===== config.mk =====
export PLATFORM = sky130hd
export DESIGN_NAME = uart_tx_mmio
export DESIGN_NICKNAME = d
export VERILOG_FILES = /design/src/rtl/uart_pkg.sv /design/src/rtl/uart_fifo.sv /design/src/rtl/uart_tx_mmio.sv
export SDC_FILE = /design/constraint.sdc
export NUM_CORES = 1
export LEC_CHECK = 0
export ABC_AREA = 1
export BUFFER_PORTS_ARGS = -buffer_cell sky130_fd_sc_hd__buf_2
export CAP_MARGIN = 30
export CORE_MARGIN = 4
export CORE_UTILIZATION = 25
export DETAILED_ROUTE_END_ITERATION = 8
export PLACE_DENSITY = 0.42
export RECOVER_POWER = 50
export SYNTH_ARGS = -nofsm -noshare
export SYNTH_HDL_FRONTEND = slang
export SYNTH_SLANG_ARGS = --single-unit
export TNS_END_PERCENT = 20

===== constraint.sdc =====
create_clock -name clk -period 3.45 [get_ports clk]
set_clock_uncertainty 0.05 [all_clocks]
set_input_delay 0.1725 -clock clk [delete_from_list [all_inputs] [get_ports clk]]
set_output_delay 0.1725 -clock clk [all_outputs]
set_load 0.02 [all_outputs]

===== src/rtl/uart_pkg.sv =====
// Shared types and register map for the memory-mapped UART transmitter.
package uart_pkg;

  typedef enum logic [1:0] {
    IDLE,
    START,
    DATA,
    STOP
  } state_t;

  localparam logic [2:0] TXDATA_OFS = 3'd0;
  localparam logic [2:0] STATUS_OFS = 3'd4;

  localparam int ST_FULL   = 0;
  localparam int ST_EMPTY  = 1;
  localparam int ST_ACTIVE = 2;
  localparam int ST_OVF    = 3;

endpackage


===== src/rtl/uart_fifo.sv =====
// Byte-wide synchronous FIFO feeding the UART shifter.
module uart_fifo #(
  parameter int FIFO_DEPTH = 4
) (
  input  logic                        clk,
  input  logic                        reset,
  input  logic                        push,
  input  logic                        pop,
  input  logic [7:0]                  wdata,
  output logic [7:0]                  rdata,
  output logic                        full,
  output logic                        empty,
  output logic [$clog2(FIFO_DEPTH):0] count
);

  localparam int AW = $clog2(FIFO_DEPTH);

  logic [7:0]    mem [FIFO_DEPTH];
  logic [AW-1:0] wr_ptr;
  logic [AW-1:0] rd_ptr;

  assign rdata = mem[rd_ptr];
  assign full  = count == (AW+1)'(FIFO_DEPTH);
  assign empty = count == '0;

  always_ff @(posedge clk or posedge reset) begin
    if (reset) begin
      wr_ptr <= '0;
      rd_ptr <= '0;
      count  <= '0;
    end else begin
      if (push) wr_ptr <= wr_ptr + AW'(1);
      if (pop)  rd_ptr <= rd_ptr + AW'(1);
      count <= count + (AW+1)'(push) - (AW+1)'(pop);
    end
  end

  // Storage needs no reset; occupancy is tracked by count.
  always_ff @(posedge clk) begin
    if (push) mem[wr_ptr] <= wdata;
  end

endmodule


===== src/rtl/uart_tx_mmio.sv =====
// 8N1 UART transmitter behind a CPU store port, with TX FIFO and status.
module uart_tx_mmio
  import uart_pkg::*;
#(
  parameter int          CLKS_PER_BIT = 868,
  parameter int          FIFO_DEPTH   = 4,
  parameter logic [31:0] BASE_ADDR    = 32'h0000_0100
) (
  input  logic        clk,
  input  logic        reset,
  input  logic        MemWrite,
  input  logic [31:0] A,
  input  logic [31:0] WD,
  output logic [31:0] RD,
  output logic        serial,
  output logic        busy
);

  localparam int CW = $clog2(CLKS_PER_BIT);
  localparam int AW = $clog2(FIFO_DEPTH);
  localparam logic [CW-1:0] LAST = CW'(CLKS_PER_BIT - 1);

  logic          in_win;
  logic          wr_data;
  logic          wr_stat;
  logic          push;
  logic          pop;
  logic          full;
  logic          empty;
  logic [7:0]    rdata;
  logic [AW:0]   fcount;
  logic [AW:0]   fcount_n;
  logic          overflow;
  logic          unused_wd;

  state_t        state;
  state_t        state_n;
  logic [CW-1:0] cnt;
  logic [CW-1:0] cnt_n;
  logic [2:0]    idx;
  logic [2:0]    idx_n;
  logic [7:0]    shift;
  logic [7:0]    shift_n;
  logic          serial_n;
  logic          bit_end;

  assign unused_wd = ^WD[31:8];

  assign in_win  = A[31:3] == BASE_ADDR[31:3];
  assign wr_data = MemWrite && in_win && A[2:0] == TXDATA_OFS;
  assign wr_stat = MemWrite && in_win && A[2:0] == STATUS_OFS;

  // A full FIFO still accepts a byte on the edge that pops one.
  assign push     = wr_data && (!full || pop);
  assign fcount_n = fcount + (AW+1)'(push) - (AW+1)'(pop);
  assign bit_end  = cnt == LAST;

  uart_fifo #(
    .FIFO_DEPTH(FIFO_DEPTH)
  ) u_fifo (
    .clk  (clk),
    .reset(reset),
    .push (push),
    .pop  (pop),
    .wdata(WD[7:0]),
    .rdata(rdata),
    .full (full),
    .empty(empty),
    .count(fcount)
  );

  always_comb begin
    state_n  = state;
    cnt_n    = cnt;
    idx_n    = idx;
    shift_n  = shift;
    serial_n = serial;
    pop      = 1'b0;
    unique case (state)
      IDLE: begin
        serial_n = 1'b1;
        cnt_n    = '0;
        if (!empty) begin
          pop      = 1'b1;
          shift_n  = rdata;
          state_n  = START;
          serial_n = 1'b0;
        end
      end
      START: begin
        cnt_n = cnt + CW'(1);
        if (bit_end) begin
          cnt_n    = '0;
          idx_n    = '0;
          state_n  = DATA;
          serial_n = shift[0];
        end
      end
      DATA: begin
        cnt_n = cnt + CW'(1);
        if (bit_end) begin
          cnt_n = '0;
          if (idx == 3'd7) begin
            state_n  = STOP;
            serial_n = 1'b1;
          end else begin
            idx_n    = idx + 3'd1;
            shift_n  = {1'b0, shift[7:1]};
            serial_n = shift[1];
          end
        end
      end
      STOP: begin
        cnt_n = cnt + CW'(1);
        if (bit_end) begin
          cnt_n = '0;
          if (!empty) begin
            pop      = 1'b1;
            shift_n  = rdata;
            state_n  = START;
            serial_n = 1'b0;
          end else begin
            state_n  = IDLE;
            serial_n = 1'b1;
          end
        end
      end
      default: state_n = IDLE;
    endcase
  end

  always_ff @(posedge clk or posedge reset) begin
    if (reset) begin
      state    <= IDLE;
      cnt      <= '0;
      idx      <= '0;
      shift    <= '0;
      serial   <= 1'b1;
      busy     <= 1'b0;
      overflow <= 1'b0;
    end else begin
      state  <= state_n;
      cnt    <= cnt_n;
      idx    <= idx_n;
      shift  <= shift_n;
      serial <= serial_n;
      busy   <= (state_n != IDLE) || (fcount_n != '0);
      if (wr_stat)
        overflow <= 1'b0;
      else if (wr_data && full && !pop)
        overflow <= 1'b1;
    end
  end

  always_comb begin
    RD = '0;
    if (in_win && A[2:0] == STATUS_OFS) begin
      RD[ST_FULL]   = full;
      RD[ST_EMPTY]  = empty;
      RD[ST_ACTIVE] = state != IDLE;
      RD[ST_OVF]    = overflow;
    end
  end

endmodule


==> metrics <==
CTS buffer count=9; clk sink count=65; initial antenna violation count=0; post-DR vias/cell=4.02; drt first pass iters=6; Reg area=about 1800 um2; Detail Route Antenna Nets=0; Setup Buffers After CTS=0; fin worst setup slack=740 ps; Seq/Total Area, Yosys=about half; initial core utilization=25.8%; grt ovf=0; Commonest cells post-synth=nand2_1 (61), nor2_1 (60), inv_1 (55); maximum number of pins on one net before global-route repair=34; Crit Path Max Fanout=8; RSZ-0062 raised after global routing=false; #FFs+latches synth=65; pwr/cell area=448 nW/um2; maxcap violations=1; # port buffers=48; number of fill cells=1426; CP required=3610 ps; NumNets Final=531; Yosys warning total=0; CP arrival=2870 ps; Power, Total=0.00189 W; setup TNS=0 ps; Post-Place Cell Area=~3800 um2; outcome=finished with violations; Die Span Y=126 um; DIE WIDTH=126 um; Detail Placement HPWL=4.93 mm; wire length per cell=around 11 um; DR vias=2535; die area=15900 um2; placer's final routability congestion estimate=0.786; Synth area leader=edfxtp_1; period utilization=78.5%; Syn Inst Count=385; First DRT Iteration DRCs=115; drt total wl=7.02 mm; endpoints failing setup=0; core box area=around 13000 um2; Tmin final=2710 ps; CTS tree=yes; Yosys top cell area share=approximately 28%; all-layer global routing usage=9.32%; worst slack at placement=slightly above 700 ps; clk_lat worst skew=340 ps; CP Class=register to register; final count of pins violating max slew=34; row count=42; share of cells above drive strength 1=16.5%; vias in the first global route=2470; Post-synth top flop=edfxtp_1; P_leak=1.92 nW; Area Overhead vs Synth=21.3%; Final Hold Vio Count=0; # DRC=0; Synth Cell Area=about 3500 um2; failing checks=max-capacitance violations, max-slew violations; Post-synth ARST share=50.8%; HP Class=primary input to register; ANT cells=0; Setup crit end kind=register; Synth area leaders=edfxtp_1 (28%), dfrtp_1 (23%), nand2_1 (6.6%); post-synth cell types=38; EDFF count, synth=32; Clk pin slew, worst setup/hold paths=60 ps; CTS root buf=clkbuf_16; peak supply drop=roughly 0.52 mV; Startpoint Class=register; first-pass GRT wire length=11.7 mm; top-count cell post-synth=nand2_1; H-tree depth=3; IO Count=101; Max clock buf depth=2; post-route cell area=4220 um2; slew of the pin with the lowest slew margin=roughly 1800 ps; FMAX=0.369 GHz; footprint of the multi-input gates=1330 um2; slew margin rel.=-22.9%; Mean Syn Cell Area=9.03 um2
==> final timing paths <==
| check | start | endpoint | slack [ps] | cells after the start |
|---|---|---|---|---|
| max in group asynchronous | reset | shift[0] | 1300 | 4 |
| min in group asynchronous | reset | cnt[2] | 980 | 4 |
| worst max-delay path | cnt[0] | busy | 740 | 14 |
| worst min register to register | shift[7] | shift[7] | 440 | 2 |
| worst max register to register | cnt[0] | busy | 740 | 14 |
| worst min-delay path | WD[0] | u_fifo.mem[2][0] | 90 | 1 |
==> final cells by class <==
class	count	share of cell area, %
clock buffer	9	5.34
timing repair buffer	61	8.04
inverter	56	4.99
multi-input combinational	256	31.6
tap	176	5.22
clock inverter	7	2.43
sequential	65	42.4
==> registers in the layout, summed over array words and instances (netlist names) <==
register	count
cnt	10
busy	1
serial	1
u_fifo.count	3
state	2
overflow	1
u_fifo.rd_ptr	2
shift	8
idx	3
u_fifo.wr_ptr	2
u_fifo.mem	32
==> cell families after synthesis <==
kind of cell	synth area share, %
buf+inv	13.2
flops	51.4
fa+ha+maj	5.61
mux	1.73
xor+xnor	0.756
compound gates	8.13
simple gates	19.0
other cells	0.108
==> critical path: stages, from the launching register on <==
cell and delay [ps]:
dfrtp_1 430, ha_1 250, nand2_1 120, nor2_4 50
nand3_4 130, nand2_4 110, nand2_2 120, inv_1 70
ha_1 270, inv_1 40, ha_1 180, fa_1 380
xnor2_1 150, nor3_1 160, nand3_1 100
==> cells in the final DEF, fill, tap and decap left out, types with 11 or more instances in the layout <==
| master | n |
|---|---|
| o21ai_0 | 24 |
| nor2_1 | 60 |
| nand2_1 | 61 |
| inv_1 | 55 |
| conb_1 | 28 |
| buf_2 | 38 |
| dfrtp_1 | 32 |
| edfxtp_1 | 32 |
| clkbuf_1 | 11 |
| ha_1 | 14 |
==> metal layers <==
layer	up-vias	GRT usage, %	routed length, um
met5	-	0	0
met2	67	15.4	3400
met4	0	3.53	126
met1	1145	11.0	3060
li1	1312	-	-
met3	11	3.60	421
==> stage by stage <==
| step | instances | util, % | hold WS [ps] |
|---|---|---|---|
| 2_1_floorplan | 412 | - | 221 |
| 3_3_place_gp | 607 | 28.5 | 253 |
| 3_5_place_dp | 607 | 28.5 | 261 |
| 4_1_cts | 630 | 31.5 | 0.385 |
| 5_1_grt | 630 | 31.3 | 81.2 |
| 6_report | 630 | 31.3 | 89.8 |
==> power by group <==
part | internal [W] | total, W | switching, W
Clock | 0.000638 | 0.000998 | 0.000360
Sequential | 0.000815 | 0.000815 | 0.00000000000492
Combinational | 0.0000254 | 0.0000774 | 0.0000520
==> what timing repair did <==
action | in CTS | in global routing
resized for setup | 0 | 0
hold buffers | 7 | 0
hold endpoints to repair | 56 | 0
(Power assumes the default switching activity.)
